**config.mk**
```make
export PLATFORM = sky130hd
export DESIGN_NAME = ifetch_buffer_flat
export DESIGN_NICKNAME = d
export VERILOG_FILES = /design/src/rtl/ifetch_buffer_if.sv /design/src/rtl/ifetch_buffer.sv /design/src/flat_wrapper.sv
export SDC_FILE = /design/constraint.sdc
export NUM_CORES = 1
export LEC_CHECK = 0
export CAP_MARGIN = 20
export CORE_UTILIZATION = 45
export CTS_BUF_LIST = sky130_fd_sc_hd__clkbuf_8
export CTS_CLUSTER_SIZE = 10
export DETAILED_ROUTE_END_ITERATION = 16
export PLACE_DENSITY_LB_ADDON = 0.05
export REMOVE_ABC_BUFFERS = 1
export SLEW_MARGIN = 20
export SYNTH_ARGS = -nofsm -noshare
export SYNTH_HDL_FRONTEND = slang
export SYNTH_SLANG_ARGS = --single-unit
export TNS_END_PERCENT = 100
```
**constraint.sdc**
```tcl
create_clock -name CLK -period 10.2 [get_ports CLK]
set_clock_uncertainty 0.05 [all_clocks]
set_input_delay 1.53 -clock CLK [delete_from_list [all_inputs] [get_ports CLK]]
set_output_delay 1.53 -clock CLK [all_outputs]
set_load 0.02 [all_outputs]
```
**src/rtl/ifetch_buffer_if.sv**
```systemverilog
`default_nettype none
// ============================================================================
// Module      : ifetch_buffer_if
// Description : Memory, redirect and decode-side signals of the fetch buffer.
// Revision    : 1.0 - initial release
// ============================================================================
interface ifetch_buffer_if;
    logic        IMEM_REQ;
    logic [31:0] IMEM_ADDR;
    logic        IMEM_READY;
    logic        IMEM_RVALID;
    logic [31:0] IMEM_RDATA;
    logic        REDIRECT;
    logic [31:0] REDIRECT_PC;
    logic        FD_VALID;
    logic        FD_READY;
    logic [31:0] FD_PC;
    logic [31:0] FD_PC4;
    logic [31:0] FD_IR;

    // master: the fetch buffer itself; slave: memory, redirect source and decode
    modport master (
        output IMEM_REQ, IMEM_ADDR, FD_VALID, FD_PC, FD_PC4, FD_IR,
        input  IMEM_READY, IMEM_RVALID, IMEM_RDATA, REDIRECT, REDIRECT_PC, FD_READY
    );
    modport slave (
        input  IMEM_REQ, IMEM_ADDR, FD_VALID, FD_PC, FD_PC4, FD_IR,
        output IMEM_READY, IMEM_RVALID, IMEM_RDATA, REDIRECT, REDIRECT_PC, FD_READY
    );
endinterface
`default_nettype wire

```
**src/rtl/ifetch_buffer.sv**
```systemverilog
`default_nettype none
// ============================================================================
// Module      : ifetch_buffer
// Description : RV32I fetch front end - issues word fetches, buffers returned
//               words with their PCs and hands them to decode; flushes on redirect.
// Revision    : 1.0 - initial release
// ============================================================================
module ifetch_buffer #(
    parameter logic [31:0] RESET_PC  = 32'h0000_0000,
    parameter int          DEPTH     = 2,
    parameter bit          BYTE_SWAP = 1'b1
) (
    input  wire logic       CLK,
    input  wire logic       RST,
    ifetch_buffer_if.master bus
);
    localparam int                c_aw   = $clog2(DEPTH);
    localparam int                c_cw   = c_aw + 1;
    localparam logic [c_cw:0]     c_lim  = (c_cw + 1)'(DEPTH);
    localparam logic [c_cw-1:0]   c_full = c_cw'(DEPTH);
    localparam logic [31:0]       c_rst_pc = {RESET_PC[31:2], 2'b00};

    logic [31:0]     r_fetch_pc;
    logic [31:0]     r_infl_pc;
    logic            r_inflight;
    logic [c_aw-1:0] r_rd_ptr;
    logic [c_aw-1:0] r_wr_ptr;
    logic [c_cw-1:0] r_count;
    logic [31:0]     r_pc_mem [DEPTH];
    logic [31:0]     r_ir_mem [DEPTH];

    logic            w_fd_valid;
    logic            w_pop;
    logic            w_push;
    logic            w_req;
    logic            w_accept;
    logic [c_cw:0]   w_occ;
    logic [31:0]     w_head_pc;
    logic [31:0]     w_head_ir;
    logic [31:0]     w_ir_fmt;
    logic            w_unused_ok;

    assign w_fd_valid = (r_count != '0);
    assign w_pop      = w_fd_valid & bus.FD_READY;
    assign w_push     = bus.IMEM_RVALID & r_inflight & ~bus.REDIRECT;

    // Occupancy counts the outstanding response so a full FIFO can never be overrun.
    assign w_occ    = {1'b0, r_count} + {{c_cw{1'b0}}, r_inflight} - {{c_cw{1'b0}}, w_pop};
    assign w_req    = ~RST & ~bus.REDIRECT & (w_occ < c_lim);
    assign w_accept = w_req & bus.IMEM_READY;

    assign w_unused_ok = ^bus.REDIRECT_PC[1:0];

    always_ff @(posedge CLK or posedge RST) begin
        if (RST) begin
            r_fetch_pc <= c_rst_pc;
            r_infl_pc  <= '0;
            r_inflight <= 1'b0;
            r_rd_ptr   <= '0;
            r_wr_ptr   <= '0;
            r_count    <= '0;
        end else begin
            r_inflight <= w_accept;
            if (w_accept) begin
                r_infl_pc <= r_fetch_pc;
            end
            if (bus.REDIRECT) begin
                r_fetch_pc <= {bus.REDIRECT_PC[31:2], 2'b00};
                r_rd_ptr   <= '0;
                r_wr_ptr   <= '0;
                r_count    <= '0;
            end else begin
                if (w_accept) begin
                    r_fetch_pc <= r_fetch_pc + 32'd4;
                end
                if (w_push) begin
                    r_wr_ptr <= r_wr_ptr + c_aw'(1);
                end
                if (w_pop) begin
                    r_rd_ptr <= r_rd_ptr + c_aw'(1);
                end
                r_count <= r_count + {{(c_cw-1){1'b0}}, w_push} - {{(c_cw-1){1'b0}}, w_pop};
            end
        end
    end

    // Storage needs no reset: entries are only observed while counted as valid.
    always_ff @(posedge CLK) begin
        if (w_push) begin
            r_pc_mem[r_wr_ptr] <= r_infl_pc;
            r_ir_mem[r_wr_ptr] <= bus.IMEM_RDATA;
        end
    end

    assign w_head_pc = r_pc_mem[r_rd_ptr];
    assign w_head_ir = r_ir_mem[r_rd_ptr];

    generate
        if (BYTE_SWAP) begin : g_swap
            assign w_ir_fmt = {w_head_ir[7:0], w_head_ir[15:8], w_head_ir[23:16], w_head_ir[31:24]};
        end else begin : g_pass
            assign w_ir_fmt = w_head_ir;
        end
    endgenerate

    assign bus.IMEM_REQ  = w_req;
    assign bus.IMEM_ADDR = r_fetch_pc;
    assign bus.FD_VALID  = w_fd_valid;
    assign bus.FD_PC     = w_fd_valid ? w_head_pc : 32'd0;
    assign bus.FD_PC4    = w_fd_valid ? (w_head_pc + 32'd4) : 32'd0;
    assign bus.FD_IR     = w_fd_valid ? w_ir_fmt : 32'd0;

    a_no_overflow : assert property (@(posedge CLK) disable iff (RST)
        !(w_push && !w_pop && (r_count == c_full)));

endmodule
`default_nettype wire

```
**src/flat_wrapper.sv**
```systemverilog
// flat-port wrapper written by rule: the top's interface ports become plain ports
module ifetch_buffer_flat 
#(
    parameter logic [31:0] RESET_PC  = 32'h0000_0000,
    parameter int          DEPTH     = 2,
    parameter bit          BYTE_SWAP = 1'b1
)
  (CLK, RST, bus_IMEM_REQ, bus_IMEM_ADDR, bus_FD_VALID, bus_FD_PC, bus_FD_PC4, bus_FD_IR, bus_IMEM_READY, bus_IMEM_RVALID, bus_IMEM_RDATA, bus_REDIRECT, bus_REDIRECT_PC, bus_FD_READY);
  ifetch_buffer_if bus_i ();
  input  wire logic CLK;
  input  wire logic RST;
  output wire logic [$bits(bus_i.IMEM_REQ)-1:0] bus_IMEM_REQ;
  output wire logic [$bits(bus_i.IMEM_ADDR)-1:0] bus_IMEM_ADDR;
  output wire logic [$bits(bus_i.FD_VALID)-1:0] bus_FD_VALID;
  output wire logic [$bits(bus_i.FD_PC)-1:0] bus_FD_PC;
  output wire logic [$bits(bus_i.FD_PC4)-1:0] bus_FD_PC4;
  output wire logic [$bits(bus_i.FD_IR)-1:0] bus_FD_IR;
  input wire logic [$bits(bus_i.IMEM_READY)-1:0] bus_IMEM_READY;
  input wire logic [$bits(bus_i.IMEM_RVALID)-1:0] bus_IMEM_RVALID;
  input wire logic [$bits(bus_i.IMEM_RDATA)-1:0] bus_IMEM_RDATA;
  input wire logic [$bits(bus_i.REDIRECT)-1:0] bus_REDIRECT;
  input wire logic [$bits(bus_i.REDIRECT_PC)-1:0] bus_REDIRECT_PC;
  input wire logic [$bits(bus_i.FD_READY)-1:0] bus_FD_READY;
  assign bus_IMEM_REQ = bus_i.IMEM_REQ;
  assign bus_IMEM_ADDR = bus_i.IMEM_ADDR;
  assign bus_FD_VALID = bus_i.FD_VALID;
  assign bus_FD_PC = bus_i.FD_PC;
  assign bus_FD_PC4 = bus_i.FD_PC4;
  assign bus_FD_IR = bus_i.FD_IR;
  assign bus_i.IMEM_READY = bus_IMEM_READY;
  assign bus_i.IMEM_RVALID = bus_IMEM_RVALID;
  assign bus_i.IMEM_RDATA = bus_IMEM_RDATA;
  assign bus_i.REDIRECT = bus_REDIRECT;
  assign bus_i.REDIRECT_PC = bus_REDIRECT_PC;
  assign bus_i.FD_READY = bus_FD_READY;
  ifetch_buffer #(.RESET_PC(RESET_PC), .DEPTH(DEPTH), .BYTE_SWAP(BYTE_SWAP)) u_core (.CLK(CLK), .RST(RST), .bus(bus_i));
endmodule
```
# Yosys cells after proc, flatten, opt, wreduce, memory -nomap -nowiden
# Memory sizes are Yosys's and may differ from the RTL's.
# Index checks and enable logic that the tools add are counted.
[word_totals]
register_bits = 69
mem_bits_rw = 128
in_bits = 70
elab_cells = 41
n_memories = 2
[memory_table]
columns = ["name", "depth", "width", "read_ports", "rd_clocked_by_memory_dff", "wr", "line_no", "source"]
rows = [
  ["u_core.r_ir_mem", 2, 32, 1, 0, 1, "ifetch_buffer.sv:30", "logic [31:0] r_ir_mem [DEPTH];"],
  ["u_core.r_pc_mem", 2, 32, 1, 0, 1, "ifetch_buffer.sv:29", "logic [31:0] r_pc_mem [DEPTH];"],
]
[op_classes]
addsub = 8
magnitude_cmp = 1
n_mux = 12
n_bitwise = 8
n_reduce_logical = 4
[ops]
columns = ["operator", "n"]
rows = [
  ["$mux W32", 5],
  ["$add A32 B3 Y32 const B", 2],
  ["$reduce_bool A2 Y1", 4],
  ["$and A1 B1 Y1", 6],
  ["$mux W1", 6],
  ["$add A2 B1 Y3", 1],
  ["$lt A3 B2 Y1 const B", 1],
  ["$sub A3 B1 Y3", 1],
  ["$add A1 B1 Y1 const B", 2],
  ["$add A2 B1 Y2", 1],
  ["$mux W2", 1],
  ["$not A1 Y1", 2],
  ["$sub A2 B1 Y2", 1],
]

# Depth between registers and ports, before layout
[depth]
ltp_word = 8
ltp_mapped = 14
ltp_nobuf = 11

# Worst setup path after synthesis
# No wires, ideal clock.
[synth_timing]
kind = "input-to-reg"
from = "in bus_REDIRECT"
to = "mem u_core.r_ir_mem[0][0] (enable)"
setup_time_ns = 0.559
arrival_ns = 6.201
t_required_ns = 9.591
path_slack_ns = 3.390
stages = 3
cell_sequence = "clkbuf_1 clkbuf_1 nor3_1"
[synth_via]
elab_chain_len = 4
[synth_lines]
columns = ["element", "line_no", "source"]
rows = [
  ["start: declaration", "flat_wrapper.sv:21", "input wire logic [$bits(bus_i.REDIRECT)-1:0] bus_REDIRECT;"],
  ["$not A1 Y1", "ifetch_buffer.sv:45", "assign w_push = bus.IMEM_RVALID & r_inflight & ~bus.REDIRECT;"],
  ["$and A1 B1 Y1", "ifetch_buffer.sv:45", ""],
  ["$mux W1", "ifetch_buffer.sv:89", "if (w_push) begin"],
  ["$mux W1 (implied by the code)", "ifetch_buffer.sv:91", "r_ir_mem[r_wr_ptr] <= bus.IMEM_RDATA;"],
  ["end: declaration", "ifetch_buffer.sv:30", ""],
]
# No other way between the ends.

# Worst setup path in the final report
[layout_timing]
from = "reg u_core.r_count[1]"
to = "out bus_IMEM_REQ"
[layout_via]
elab_chain_len = 5
word_cells_on_any_way = 6
[layout_lines]
columns = ["element", "line_no", "source"]
rows = [
  ["start: declaration", "ifetch_buffer.sv:28", "logic [c_cw-1:0] r_count;"],
  ["start signal: assignment", "ifetch_buffer.sv:82", "r_count <= r_count + {{(c_cw-1){1'b0}}, w_push} - {{(c_cw-1){1'b0}}, w_pop};"],
  ["parallel branches: the longest is 2 deep, another holds $add A2 B1 Y3", "--", ""],
  ["$sub A3 B1 Y3 (*)", "ifetch_buffer.sv:48", "assign w_occ = {1'b0, r_count} + {{c_cw{1'b0}}, r_inflight} - {{c_cw{1'b0}}, w_pop};"],
  ["$lt A3 B2 Y1 (*)", "ifetch_buffer.sv:49", "assign w_req = ~RST & ~bus.REDIRECT & (w_occ < c_lim);"],
  ["$and A1 B1 Y1 (*)", "ifetch_buffer.sv:49", ""],
  ["end: declaration", "flat_wrapper.sv:12", "output wire logic [$bits(bus_i.IMEM_REQ)-1:0] bus_IMEM_REQ;"],
]
# Every way passes the cells marked *.

==> metrics.md <==
| Metric | Value |
|---|---|
| Outcome | `finished, final reports clean` |
| Crit path max fanout | `78` |
| Initial DRC count | `roughly 330` |
| Sum of negative setup slack | `0 ns` |
| Post-route cell area | `approximately 12000 um^2` |
| Routed len/inst | `about 17 um` |
| Reg2Reg Setup Slack | `5.04 ns` |
| #FFs+latches synth | `189` |
| Crit Reg-Reg Endpoint | `u_core.bus.IMEM_ADDR[14]$_DFFE_PP0P_` |
| # H-tree levels | `4` |
| Synth area leaders | `edfxtp_1 41%, dfrtp_1 18%, mux2i_1 6.8%` |
| Max-slew violations | `0` |
| Post-synth ARST share | `about 34%` |
| # setup viols final | `0` |
| Yosys warnings | `0` |
| Hold Path Class | `reg -> reg` |
| CP endpoint kind | `output pin` |
| Commonest cells in the netlist | `153 x nand2_1, 124 x edfxtp_1, 94 x nor2_1` |
| Final net count | `between 1k and 1.5k` |
| DRT Pass-1 Iters | `5` |
| Routed WL | `21.00 mm` |
| Area after DPL | `between 10000 and 15000 um^2` |
| Final GP Congestion | `0.8172` |
| CTS clk-pin slew, worst paths | `about 0.090 ns` |
| Leakage power | `approximately 4.2 nW` |
| Port bufs | `~190` |
| Core Region | `roughly 20000 um^2` |
| Worst skew pair latency | `between 0.4 and 0.5 ns` |
| DP Wirelength | `between 10 and 15 mm` |
| Total die area | `a little over 20000 um^2` |
| Initial core utilization | `around 46%` |
| Hold Startpoint | `u_core.r_infl_pc[31]$_DFFE_PP0P_` |
| Sequential fraction of the synthesis area | `59.36%` |
| Final hold vios | `0` |
| Req. time, crit path | `roughly 8.6 ns` |
| Worst-case clock buffer depth | `2` |
| Grt ovf | `0` |
| Pwr dens | `roughly 240 nW/um^2` |
| Post-CTS Hold Buffers | `0` |
| P&R area growth vs syn | `28.60%` |
| Worst R2R Path Depth | `14` |
| EDFF count, synth | `124` |
| PostCTS Resize Cnt | `0` |
| Synth area leader | `edfxtp_1` |
| VDD IR max | `between 150 and 200 uV` |
| Period utilisation layout | `between 50% and 60%` |
| Total CTS buffers | `17` |
| Vias | `roughly 6.7k` |
| Post-synth top flop | `edfxtp_1` |
| RSZ-0062 raised after global routing | `no` |
| Vias/cell | `between 5 and 6` |
| Final Critical Period | `a little over 6 ns` |
| I/O Pins | `200` |
| Final Util | `about three fifths` |
| Worst slew pin tran | `~0.87 ns` |
| Root Buffer | `clkbuf_8` |
| CTS Sinks | `roughly 190` |
| Tot Pwr | `2.729 mW` |
| Layout cell share with drive strength beyond 1 | `7.307%` |
| Post-route DRC | `0` |
| Distinct cell type count after synthesis | `64` |
| Reg2Reg Launch Point | `u_core.r_count[1]$_DFF_PP0_` |
| Pin count of the biggest net entering global routing | `79` |
| Setup bufs post-CTS | `0` |
| Critical path type | `reg -> out` |
| Yosys top cell area share | `about two fifths` |
| First-pass GRT wire length | `roughly 33 mm` |
| Synth Cell Area | `9012 um^2` |
| Die X | `143.5 um` |
| Hold Path End | `u_core.r_pc_mem[1][31]$_DFFE_PP_` |
| Critical path arrival | `4.51 ns` |
| Vias in the first global route | `roughly 6.3k` |
| Most common cell in the netlist | `nand2_1` |
| Fmax | `0.1642 GHz` |
| Antenna-violating nets left | `0` |
| Slew Limit Headroom | `a little over two fifths` |
| GRT Resource Usage Total | `20.82%` |
| Diode count | `0` |
| Max_cap viols | `0` |
| Hold path depth | `0` |
| Initial antenna violation count | `0` |
| Die H | `143.5 um` |
| Cell Rows | `a little over 50` |
| Syn avg cell area | `11.15 um^2` |
| FILL cells | `roughly 1.7k` |
| CTS tree | `done` |
| CP Launch Type | `flip-flop` |
| Synth Instances | `808` |
-- power by group --
group | internal, mW | switching (mW) | total [mW]
registers | 0.940 | 0.123 | 1.06
clock network | 0.279 | 0.266 | 0.546
logic | 0.490 | 0.630 | 1.12
-- routing by layer --
metal / share of wire (%) / vias up / track usage (%) / routed length, um
met5: 0 / - / 0 / 0
met4: 2.4 / 0 / 8.679 / 510
met3: 6.0 / 35 / 4.732 / 1266
met2: 47 / 227 / 32.65 / 9811
met1: 45 / 3159 / 27.82 / 9410
li1: - / 3260 / - / -
-- kinds of logic (layout without fill, tap and decap cells) --
kind of cell | count (synthesis) | in the layout | synth area share (%)
AOI/OAI and AO/OA | 97 | 97 | 7.483
xor gates and xnor gates | 20 | 20 | 1.944
adders and majority gates | 5 | 5 | 0.7775
buffers and inverters | 58 | 244 | 3.082
DFF | 189 | 189 | 59.36
muxes | 71 | 71 | 8.025
other | 1 | 6 | 0.04161
and+or+nand+nor | 367 | 367 | 19.28
-- per-stage QoR --
step | hold WS, ns | instances | setup WS (ns)
final | 0.4311 | 1264 | 4.110
after floorplan | 0.3919 | 766 | 1.730
after global routing | 0.4479 | 1264 | 3.792
after global placement | 0.3980 | 1232 | 4.567
after detailed placement | 0.4146 | 1232 | 4.529
after CTS | 0.4366 | 1264 | 4.010
-- worst max-delay path, cell delays in order (launching register included) --
cell	delay [ns]
dfrtp_1	0.47
nor2_4	0.12
buf_4	0.65
clkinv_1	0.82
nand2_1	0.36
nor2_1	0.09
fa_1	0.50
nor3b_1	0.26
and2_1	0.17
clkdlybuf4s50_1	0.59
-- placed cells by master, fill, tap and decap left out, drive strengths merged, types with 16 or more instances in the layout --
cell / count
nor2: 94
inv: 16
nand2: 153
dfrtp: 65
nand4: 26
clkbuf: 18
edfxtp: 124
mux2i: 61
nand3: 35
clkdlybuf4s50: 191
o21ai: 30
-- state kept, by name, indices dropped and copies added (netlist names) --
name,flops
u_core.r_rd_ptr,1
u_core.r_infl_pc,30
u_core.r_count,2
u_core.bus.IMEM_ADDR,30
u_core.r_pc_mem,60
u_core.r_ir_mem,64
u_core.r_inflight,1
u_core.r_wr_ptr,1
-- worst max path at each step --
stage / start / to / depth (start not counted)
3_3_place_gp: u_core.r_count[1]$_DFF_PP0_ / bus_IMEM_REQ / 9
2_1_floorplan: u_core.r_count[1]$_DFF_PP0_ / u_core.bus.IMEM_ADDR[12]$_DFFE_PP0P_ / 11
5_1_grt: u_core.r_count[1]$_DFF_PP0_ / bus_IMEM_REQ / 9
3_5_place_dp: u_core.r_count[1]$_DFF_PP0_ / bus_IMEM_REQ / 9
6_report: u_core.r_count[1]$_DFF_PP0_ / bus_IMEM_REQ / 9
4_1_cts: u_core.r_count[1]$_DFF_PP0_ / bus_IMEM_REQ / 9
-- final cells by class --
cell class	instances	area, um^2	area share [%]
clock inverter	14	206.4	1.781
sequential	189	5354	46.19
inverter	11	41.29	0.3563
clock buffer	18	247.7	2.138
tap	265	331.6	2.861
timing repair buffer	201	1987	17.14
multi-input combinational	566	3422	29.53
Note: power is estimated with default switching activity, not from simulation.
